$ cat src/rtl/lcd_char_sequencer.sv
// ============================================================================
// lcd_char_sequencer
//
// Writes characters to an HD44780-compatible character LCD over its 4-bit bus
// once power-on initialisation is complete. For every screen position it
// sends a Set-DDRAM-Address command {1, addr}, then the character supplied by
// the message memory. After each character it pulses the advance strobes for
// one cycle so the address controller steps both the screen address and the
// memory address.
//
// Every byte goes out as two nibbles (high first). Each nibble is
// setup / enable / hold, timed by a single 16-bit down-counter. A short gap
// follows the high nibble. A long wait follows the low nibble to cover the
// LCD's execution time.
//
// Ports
//   clk                 in   system clock (50 MHz)
//   reset               in   asynchronous, active-high reset
//   start               in   high while initialisation runs; block idles
//   addr[6:0]           in   current screen address (0-15 or 64-79)
//   char_data[7:0]      in   character at the current memory address
//   lcd_data[3:0]       out  LCD DB[7:4]
//   lcd_e               out  LCD enable
//   lcd_rs              out  0 = command, 1 = data
//   lcd_rw              out  tied 0 (write only)
//   change_addr         out  one-cycle strobe: advance screen address
//   change_memory_addr  out  one-cycle strobe: advance memory address
//   busy                out  high whenever the sequencer is not in IDLE
//
// All outputs are registers. Their next values are decoded from the next
// state, so they change on the same edge as the state. The LCD pins are
// therefore glitch-free. They also drop to 0 as soon as reset is asserted.
// ============================================================================
module lcd_char_sequencer #(
    parameter int T_SETUP      = 2,     // cycles data/RS valid before E rises
    parameter int T_ENABLE     = 12,    // cycles E is high
    parameter int T_HOLD       = 1,     // cycles data/RS held after E falls
    parameter int T_NIBBLE_GAP = 50,    // idle cycles between the two nibbles
    parameter int T_BYTE_WAIT  = 2000   // idle cycles after the low nibble
) (
    input  logic       clk,
    input  logic       reset,
    input  logic       start,
    input  logic [6:0] addr,
    input  logic [7:0] char_data,
    output logic [3:0] lcd_data,
    output logic       lcd_e,
    output logic       lcd_rs,
    output logic       lcd_rw,
    output logic       change_addr,
    output logic       change_memory_addr,
    output logic       busy
);

    // Counter load values. A phase of N cycles loads N-1 and ends on the
    // cycle the counter reads 0. Every timing parameter must therefore be
    // at least 1.
    localparam logic [15:0] LD_SETUP  = 16'(T_SETUP - 1);
    localparam logic [15:0] LD_ENABLE = 16'(T_ENABLE - 1);
    localparam logic [15:0] LD_HOLD   = 16'(T_HOLD - 1);
    localparam logic [15:0] LD_GAP    = 16'(T_NIBBLE_GAP - 1);
    localparam logic [15:0] LD_WAIT   = 16'(T_BYTE_WAIT - 1);

    typedef enum logic [3:0] {
        S_IDLE,
        S_CMD_HI,
        S_CMD_GAP,
        S_CMD_LO,
        S_CMD_WAIT,
        S_DAT_HI,
        S_DAT_GAP,
        S_DAT_LO,
        S_DAT_WAIT,
        S_ADVANCE
    } state_t;

    // Sub-phase used inside the four nibble states.
    typedef enum logic [1:0] {
        PH_SETUP,
        PH_ENABLE,
        PH_HOLD
    } phase_t;

    state_t      state_reg,  state_next;
    phase_t      phase_reg,  phase_next;
    logic [15:0] cnt_reg,    cnt_next;
    logic [7:0]  cmd_reg,    cmd_next;
    logic [7:0]  chr_reg,    chr_next;

    logic [3:0]  lcd_data_reg, lcd_data_next;
    logic        lcd_e_reg,    lcd_e_next;
    logic        lcd_rs_reg,   lcd_rs_next;
    logic        change_reg,   change_next;
    logic        busy_reg,     busy_next;

    logic        cnt_done;
    logic        nibble_next;

    // ------------------------------------------------------------------
    // State and output registers
    // ------------------------------------------------------------------
    always_ff @(posedge clk or posedge reset) begin
        if (reset) begin
            state_reg    <= S_IDLE;
            phase_reg    <= PH_SETUP;
            cnt_reg      <= 16'd0;
            cmd_reg      <= 8'd0;
            chr_reg      <= 8'd0;
            lcd_data_reg <= 4'd0;
            lcd_e_reg    <= 1'b0;
            lcd_rs_reg   <= 1'b0;
            change_reg   <= 1'b0;
            busy_reg     <= 1'b0;
        end else begin
            state_reg    <= state_next;
            phase_reg    <= phase_next;
            cnt_reg      <= cnt_next;
            cmd_reg      <= cmd_next;
            chr_reg      <= chr_next;
            lcd_data_reg <= lcd_data_next;
            lcd_e_reg    <= lcd_e_next;
            lcd_rs_reg   <= lcd_rs_next;
            change_reg   <= change_next;
            busy_reg     <= busy_next;
        end
    end

    // ------------------------------------------------------------------
    // Next-state, counter and output decode
    // ------------------------------------------------------------------
    always_comb begin
        cnt_done   = (cnt_reg == 16'd0);
        state_next = state_reg;
        phase_next = phase_reg;
        cnt_next   = cnt_done ? 16'd0 : (cnt_reg - 16'd1);
        cmd_next   = cmd_reg;
        chr_next   = chr_reg;

        case (state_reg)
            S_IDLE: begin
                if (!start) begin
                    // Set-DDRAM-Address command for the current position.
                    cmd_next   = {1'b1, addr};
                    state_next = S_CMD_HI;
                    phase_next = PH_SETUP;
                    cnt_next   = LD_SETUP;
                end
            end

            S_CMD_HI, S_CMD_LO, S_DAT_HI, S_DAT_LO: begin
                if (cnt_done) begin
                    case (phase_reg)
                        PH_SETUP: begin
                            phase_next = PH_ENABLE;
                            cnt_next   = LD_ENABLE;
                        end
                        PH_ENABLE: begin
                            phase_next = PH_HOLD;
                            cnt_next   = LD_HOLD;
                        end
                        default: begin
                            // End of hold. The high nibble is followed by
                            // the short gap. The low nibble is followed by
                            // the long execution wait.
                            phase_next = PH_SETUP;
                            case (state_reg)
                                S_CMD_HI: begin
                                    state_next = S_CMD_GAP;
                                    cnt_next   = LD_GAP;
                                end
                                S_CMD_LO: begin
                                    state_next = S_CMD_WAIT;
                                    cnt_next   = LD_WAIT;
                                end
                                S_DAT_HI: begin
                                    state_next = S_DAT_GAP;
                                    cnt_next   = LD_GAP;
                                end
                                default: begin
                                    state_next = S_DAT_WAIT;
                                    cnt_next   = LD_WAIT;
                                end
                            endcase
                        end
                    endcase
                end
            end

            S_CMD_GAP: begin
                if (cnt_done) begin
                    state_next = S_CMD_LO;
                    phase_next = PH_SETUP;
                    cnt_next   = LD_SETUP;
                end
            end

            S_CMD_WAIT: begin
                if (cnt_done) begin
                    // The memory has had the whole command byte to settle,
                    // so the character is sampled exactly once, here.
                    chr_next   = char_data;
                    state_next = S_DAT_HI;
                    phase_next = PH_SETUP;
                    cnt_next   = LD_SETUP;
                end
            end

            S_DAT_GAP: begin
                if (cnt_done) begin
                    state_next = S_DAT_LO;
                    phase_next = PH_SETUP;
                    cnt_next   = LD_SETUP;
                end
            end

            S_DAT_WAIT: begin
                if (cnt_done) begin
                    state_next = S_ADVANCE;
                    cnt_next   = 16'd0;
                end
            end

            S_ADVANCE: begin
                // Always return through IDLE. That is where start is
                // checked and the next command is latched from the
                // freshly stepped address.
                state_next = S_IDLE;
                cnt_next   = 16'd0;
            end

            default: begin
                state_next = S_IDLE;
                phase_next = PH_SETUP;
                cnt_next   = 16'd0;
            end
        endcase

        // Bus outputs follow the next state. Outside the nibble states the
        // data and RS lines keep their last value.
        lcd_data_next = lcd_data_reg;
        lcd_rs_next   = lcd_rs_reg;
        case (state_next)
            S_CMD_HI: begin
                lcd_data_next = cmd_next[7:4];
                lcd_rs_next   = 1'b0;
            end
            S_CMD_LO: begin
                lcd_data_next = cmd_next[3:0];
                lcd_rs_next   = 1'b0;
            end
            S_DAT_HI: begin
                lcd_data_next = chr_next[7:4];
                lcd_rs_next   = 1'b1;
            end
            S_DAT_LO: begin
                lcd_data_next = chr_next[3:0];
                lcd_rs_next   = 1'b1;
            end
            default: begin
            end
        endcase

        nibble_next = (state_next == S_CMD_HI) || (state_next == S_CMD_LO) ||
                      (state_next == S_DAT_HI) || (state_next == S_DAT_LO);
        lcd_e_next  = nibble_next && (phase_next == PH_ENABLE);
        change_next = (state_next == S_ADVANCE);
        busy_next   = (state_next != S_IDLE);
    end

    assign lcd_data           = lcd_data_reg;
    assign lcd_e              = lcd_e_reg;
    assign lcd_rs             = lcd_rs_reg;
    assign lcd_rw             = 1'b0;
    assign change_addr        = change_reg;
    assign change_memory_addr = change_reg;
    assign busy               = busy_reg;

endmodule

$ cat config.mk
export PLATFORM = sky130hd
export DESIGN_NAME = lcd_char_sequencer
export DESIGN_NICKNAME = d
export VERILOG_FILES = /design/src/rtl/lcd_char_sequencer.sv
export SDC_FILE = /design/constraint.sdc
export NUM_CORES = 1
export LEC_CHECK = 0
export BUFFER_PORTS_ARGS = -buffer_cell sky130_fd_sc_hd__buf_2
export CORE_MARGIN = 3
export CORE_UTILIZATION = 40
export CTS_CLUSTER_DIAMETER = 60
export DETAILED_ROUTE_END_ITERATION = 6
export SLEW_MARGIN = 30
export SYNTH_ARGS = -nofsm -noshare
export SYNTH_HDL_FRONTEND = slang
export SYNTH_SLANG_ARGS = --single-unit
$ cat constraint.sdc
create_clock -name clk -period 2.5 [get_ports clk]
set_input_delay 0.125 -clock clk [delete_from_list [all_inputs] [get_ports clk]]
set_output_delay 0.125 -clock clk [all_outputs]
set_load 0.02 [all_outputs]
=== After elaboration in Yosys (flattened, before gate mapping) ===
Cells that the tools add are included.

* Bits in registers: 46
* Input bits: 18
* Output and inout port bits: 10
* Logic and storage cells: 72

* Add/subtract/negate cells: 1
* Equal/unequal tests: 16
* Multiplexer cells: 28
* Reductions and logical operators: 17

{| class="wikitable"
|+ Operator list
! operator !! count
|-
| 2-to-1 mux 16 bit || 5
|-
| case mux 16 bit (4 select lines) || 1
|-
| 2-to-1 mux 8 bit || 4
|-
| 2-to-1 mux 4 bit || 7
|-
| equality test 4 x 3 -> 1 bit (second input constant) || 6
|-
| case mux 4 bit (6 select lines) || 1
|-
| case mux 11 bit (2 select lines) || 1
|-
| logical NOT 16 bit || 1
|-
| case mux 4 bit (4 select lines) || 1
|-
| subtractor 16 x 1 -> 16 bit (second input constant) || 1
|-
| equality test 4 x 2 -> 1 bit (second input constant) || 3
|-
| equality test 4 bit (second input constant) || 3
|-
| case mux 4 bit (3 select lines) || 1
|-
| 2-to-1 mux 11 bit || 1
|-
| OR reduction 2 bit || 5
|-
| equality test 4 x 1 -> 1 bit (second input constant) || 2
|-
| case mux 2 bit (4 select lines) || 1
|-
| nonzero test 4 bit || 2
|-
| 2-to-1 mux 2 bit || 3
|-
| equality test 2 x 1 -> 1 bit (second input constant) || 2
|-
| logical NOT 4 bit || 1
|-
| case mux 2 bit (2 select lines) || 1
|-
| OR reduction 4 bit || 1
|-
| logical OR 1 bit || 3
|-
| 5 further kinds || 5
|}

=== Logic depth before layout (Yosys ltp) ===
* Word-level depth: 10
* Mapped depth: 10
* Mapped depth without buffers: 9

=== Least setup slack after synthesis ===
OpenSTA, ideal clock, no wires.

* Path kind: register to register
* Start point: reg state_reg[1]
* End point: reg lcd_data_reg[1] (netlist: lcd_data[1])
* Library setup time: 0.137 ns
* Arrival time: 2.090 ns
* Required time: 2.363 ns
* Slack: 0.274 ns
* Cell stages (with the launch flop): 9
* Path buffers: 2
* Clock period less this slack: 2.226 ns
* Cell sequence: dfrtp_1 > buf_6 > or3_1 > buf_2 > nor3_4 > mux2_4 > and2b_1 > o32ai_1 > a211oi_2

* Elaborated cells on any way between the ends: 27
* Those cells by class: 12 x eq/ne; 12 x mux; 3 x reduce/logical

{| class="wikitable"
|+ RTL lines
! element !! RTL line !! text
|-
| from (decl) || 84 || <nowiki>state_t state_reg, state_next;</nowiki>
|-
| from (signal assigned) || 115 || <nowiki>state_reg <= state_next;</nowiki>
|-
| logical NOT 4 bit || 139 || <nowiki>case (state_reg)</nowiki>
|-
| 2-to-1 mux 8 bit || 139 ||
|-
| named net cmd_next[1] || 87 || <nowiki>logic [7:0] cmd_reg, cmd_next;</nowiki>
|-
| case mux 4 bit (4 select lines) || 242 || <nowiki>case (state_next)</nowiki>
|-
| to (signal assigned) || 120 || <nowiki>lcd_data_reg <= lcd_data_next;</nowiki>
|-
| to (decl) || 90 || <nowiki>logic [3:0] lcd_data_reg, lcd_data_next;</nowiki>
|}

The timed path passes the listed nets, and every way through them passes these cells.
A chain may end at the register's enable or synchronous reset.

=== Worst setup path after layout ===
* Start point: reg state_reg[0]
* End point: reg lcd_data_reg[1] (netlist: lcd_data[1])

The elaborated chain is that of the path after synthesis.

==> metrics.txt <==
status=complete, no violations; Crit path buffers/inverters=0; sequential share of the synthesized area=0.5044; multi-input logic area=1055 µm²; Final setup viols=0; Post-synth EDFFs=0; Final Instance Area=around 2600 µm²; setup TNS=0 ns; Final ANT Viol Nets=0; remaining global-route overflow=0; Crit path max-delay family=simple AND/OR/NAND/NOR gates; CP Max Fanout=10; commonest non-fill, non-tap cell in the layout=dfrtp_1; pin count of the biggest net entering global routing=47; CTS HTree Levels=2; FF+latch area=around 1200 µm²; PortBufs=26; Static Leakage=1.161 nW; crit path capture type=flip-flop; post-synthesis cell count=~220; Fin. Hold Viols=0; Slew Viols, Final=0; busiest grt layer=met2; crit path kind=reg2reg; wire length per cell=14.11 µm; Cell variety after synth=53; worst-path cell chain=or3_1 -> nor3_4 -> mux2_4 -> and2b_1 -> o32ai_1 -> a211oi_2; CTS clk-pin slew, worst paths=~0.080 ns; die height=roughly 82 µm; fin crit share=0.9203; ANT cells=0; Synth Area per Inst=10.47 µm²; maximum VDD drop=roughly 0.00039 V; RSZ-0062 raised after global routing=false; Post-synth top flop=dfrtp_1; Critical-path top delay cell=nor3_4; Syn Nets=~240; gpl congestion=around 0.84; maximum clock frequency=between 400 and 500 MHz; Ports=28; Slowest Stage Delay on Critical Path=0.46 ns; total of max-cap violations=0; Final Power=around 0.0026 W; hpwl dp=approximately 3400 µm; skew final=0.008932 ns; crit path DAT=around 2.5 ns; Inserted Clock Buffers=5; power per cell area=987.3 nW/µm²; DRC viols=0; routing usage on met1=0.1926; Initial Util=0.4304; initial DRC count=between 70 and 80; Non-Filler Instances=322; final WL=between 4000 and 5000 µm; clock latency on the worst-skew pair=approximately 0.29 ns; Slew headroom=0.4764; placed insts=313; Tot GR Track Use=0.1531; clk buf depth=2; Seq cells post-synth=46; Die Span X=81.54 µm; Rows=26; initial antenna violation count=0; count of nets after finishing=270; share of layout cells above drive strength 1=0.2738; vias in the first global route=roughly 1700; Worst Tran Pin Value=around 0.78 ns; CTS Root Buffer Type=clkbuf_8; CTS tree=yes; via/cell ratio=5.307; met3 Use GR=0.03947; placed cell areas=about 2500 µm²; commonest non-fill, non-tap cells in the layout=dfrtp_1 (46), buf_2 (26), nor2_1 (24); met2 GRT Util=0.2581; first-pass GRT wire length=slightly below 8000 µm; clk sinks=46; TritonRoute pass-1 iters=4; vias=roughly 1700; fillcell total=494; max reg flops=16; core area=around 5300 µm²; FFs w/ async S/R, synth=1.000; area delta synth->final=15.95%; worst hold path class=in2reg; full die area=between 6000 and 7000 µm²; Final Critical Period=roughly 2.3 ns; Yosys warnings=0; Critical Path RT=between 2 and 3 ns; Worst setup SP type=flip-flop; mapped cell area=2282 µm²
-- cell type report --
class,instances,area share
clock inverter,2,0.01418
tap,70,0.03310
inverter,5,0.007565
multi-input combinational,155,0.3986
sequential,46,0.4350
timing repair buffer,38,0.08416
clock buffer,6,0.02742
-- per-layer routing --
layer  wire (µm)  part of all wire
met1        2123              0.47
met5           0                 0
met2        2211              0.49
met3         171             0.038
met4          38            0.0084
-- logic make-up (layout without fill, tap and decap cells) --
| group | count (synthesis) | in the layout | synth area share |
|---|---|---|---|
| AO/OA/AOI/OAI | 43 | 43 | 0.1365 |
| AND/OR/NAND/NOR | 84 | 84 | 0.1946 |
| adder cells (fa/ha/maj) | 1 | 1 | 0.005482 |
| flip-flops | 46 | 46 | 0.5044 |
| other | 1 | 1 | 0.001643 |
| multiplexers | 14 | 14 | 0.07182 |
| XOR/XNOR | 12 | 12 | 0.04606 |
| buffers and inverters | 17 | 51 | 0.03947 |
-- Yosys cell counts, drive strengths merged, types with 4 or more instances --
cell | n | area share
o31ai | 6 | 0.022
a31oi | 5 | 0.020
nand2b | 5 | 0.014
dfrtp | 46 | 0.50
or3 | 5 | 0.014
a21oi | 10 | 0.022
clkbuf | 5 | 0.0082
nor2 | 24 | 0.039
mux2 | 13 | 0.067
o21ai | 7 | 0.015
inv | 5 | 0.0082
buf | 7 | 0.023
nand3 | 4 | 0.0088
nor3 | 10 | 0.027
nand2 | 17 | 0.029
xnor2 | 9 | 0.035
nor4 | 4 | 0.014
-- through the flow --
stage | hold slack [ns] | util | setup slack, ns
final | 0.05968 | 0.4991 | 0.1992
after floorplan | 0.2754 | - | 0.2736
after detailed placement | 0.3618 | 0.4736 | 0.08370
after global placement | 0.3615 | 0.4736 | 0.1809
after CTS | 0.05181 | 0.4943 | 0.06559
after global routing | 0.05590 | 0.4991 | 0.03973
-- worst paths after layout --
path	slack, ns	cells after the start	endpoint	start
hold reg to reg	0.46	1	cmd_reg[7]	cmd_reg[7]
min in group asynchronous	0.49	3	cmd_reg[4]	reset
max in group asynchronous	1.53	3	cnt_reg[7]	reset
hold / removal	0.06	2	chr_reg[1]	char_data[1]
setup / recovery	0.20	6	lcd_data[1]	state_reg[0]
setup reg to reg	0.20	6	lcd_data[1]	state_reg[0]
-- power breakdown --
group	internal [W]	leakage [nW]	switching, W
combinational	0.000422	0.551	0.000462
sequential	0.000992	0.559	0.000195
clock	0.000298	0.0514	0.000243
-- timing repair --
item                                   CTS  global route
setup buffers                            0             0
endpoints found under the hold margin    0            28
gates resized for setup                  0             4
hold buffers                             0             1
setup endpoints to repair                0             6
No activity file was read; power rests on OpenSTA's default activity.
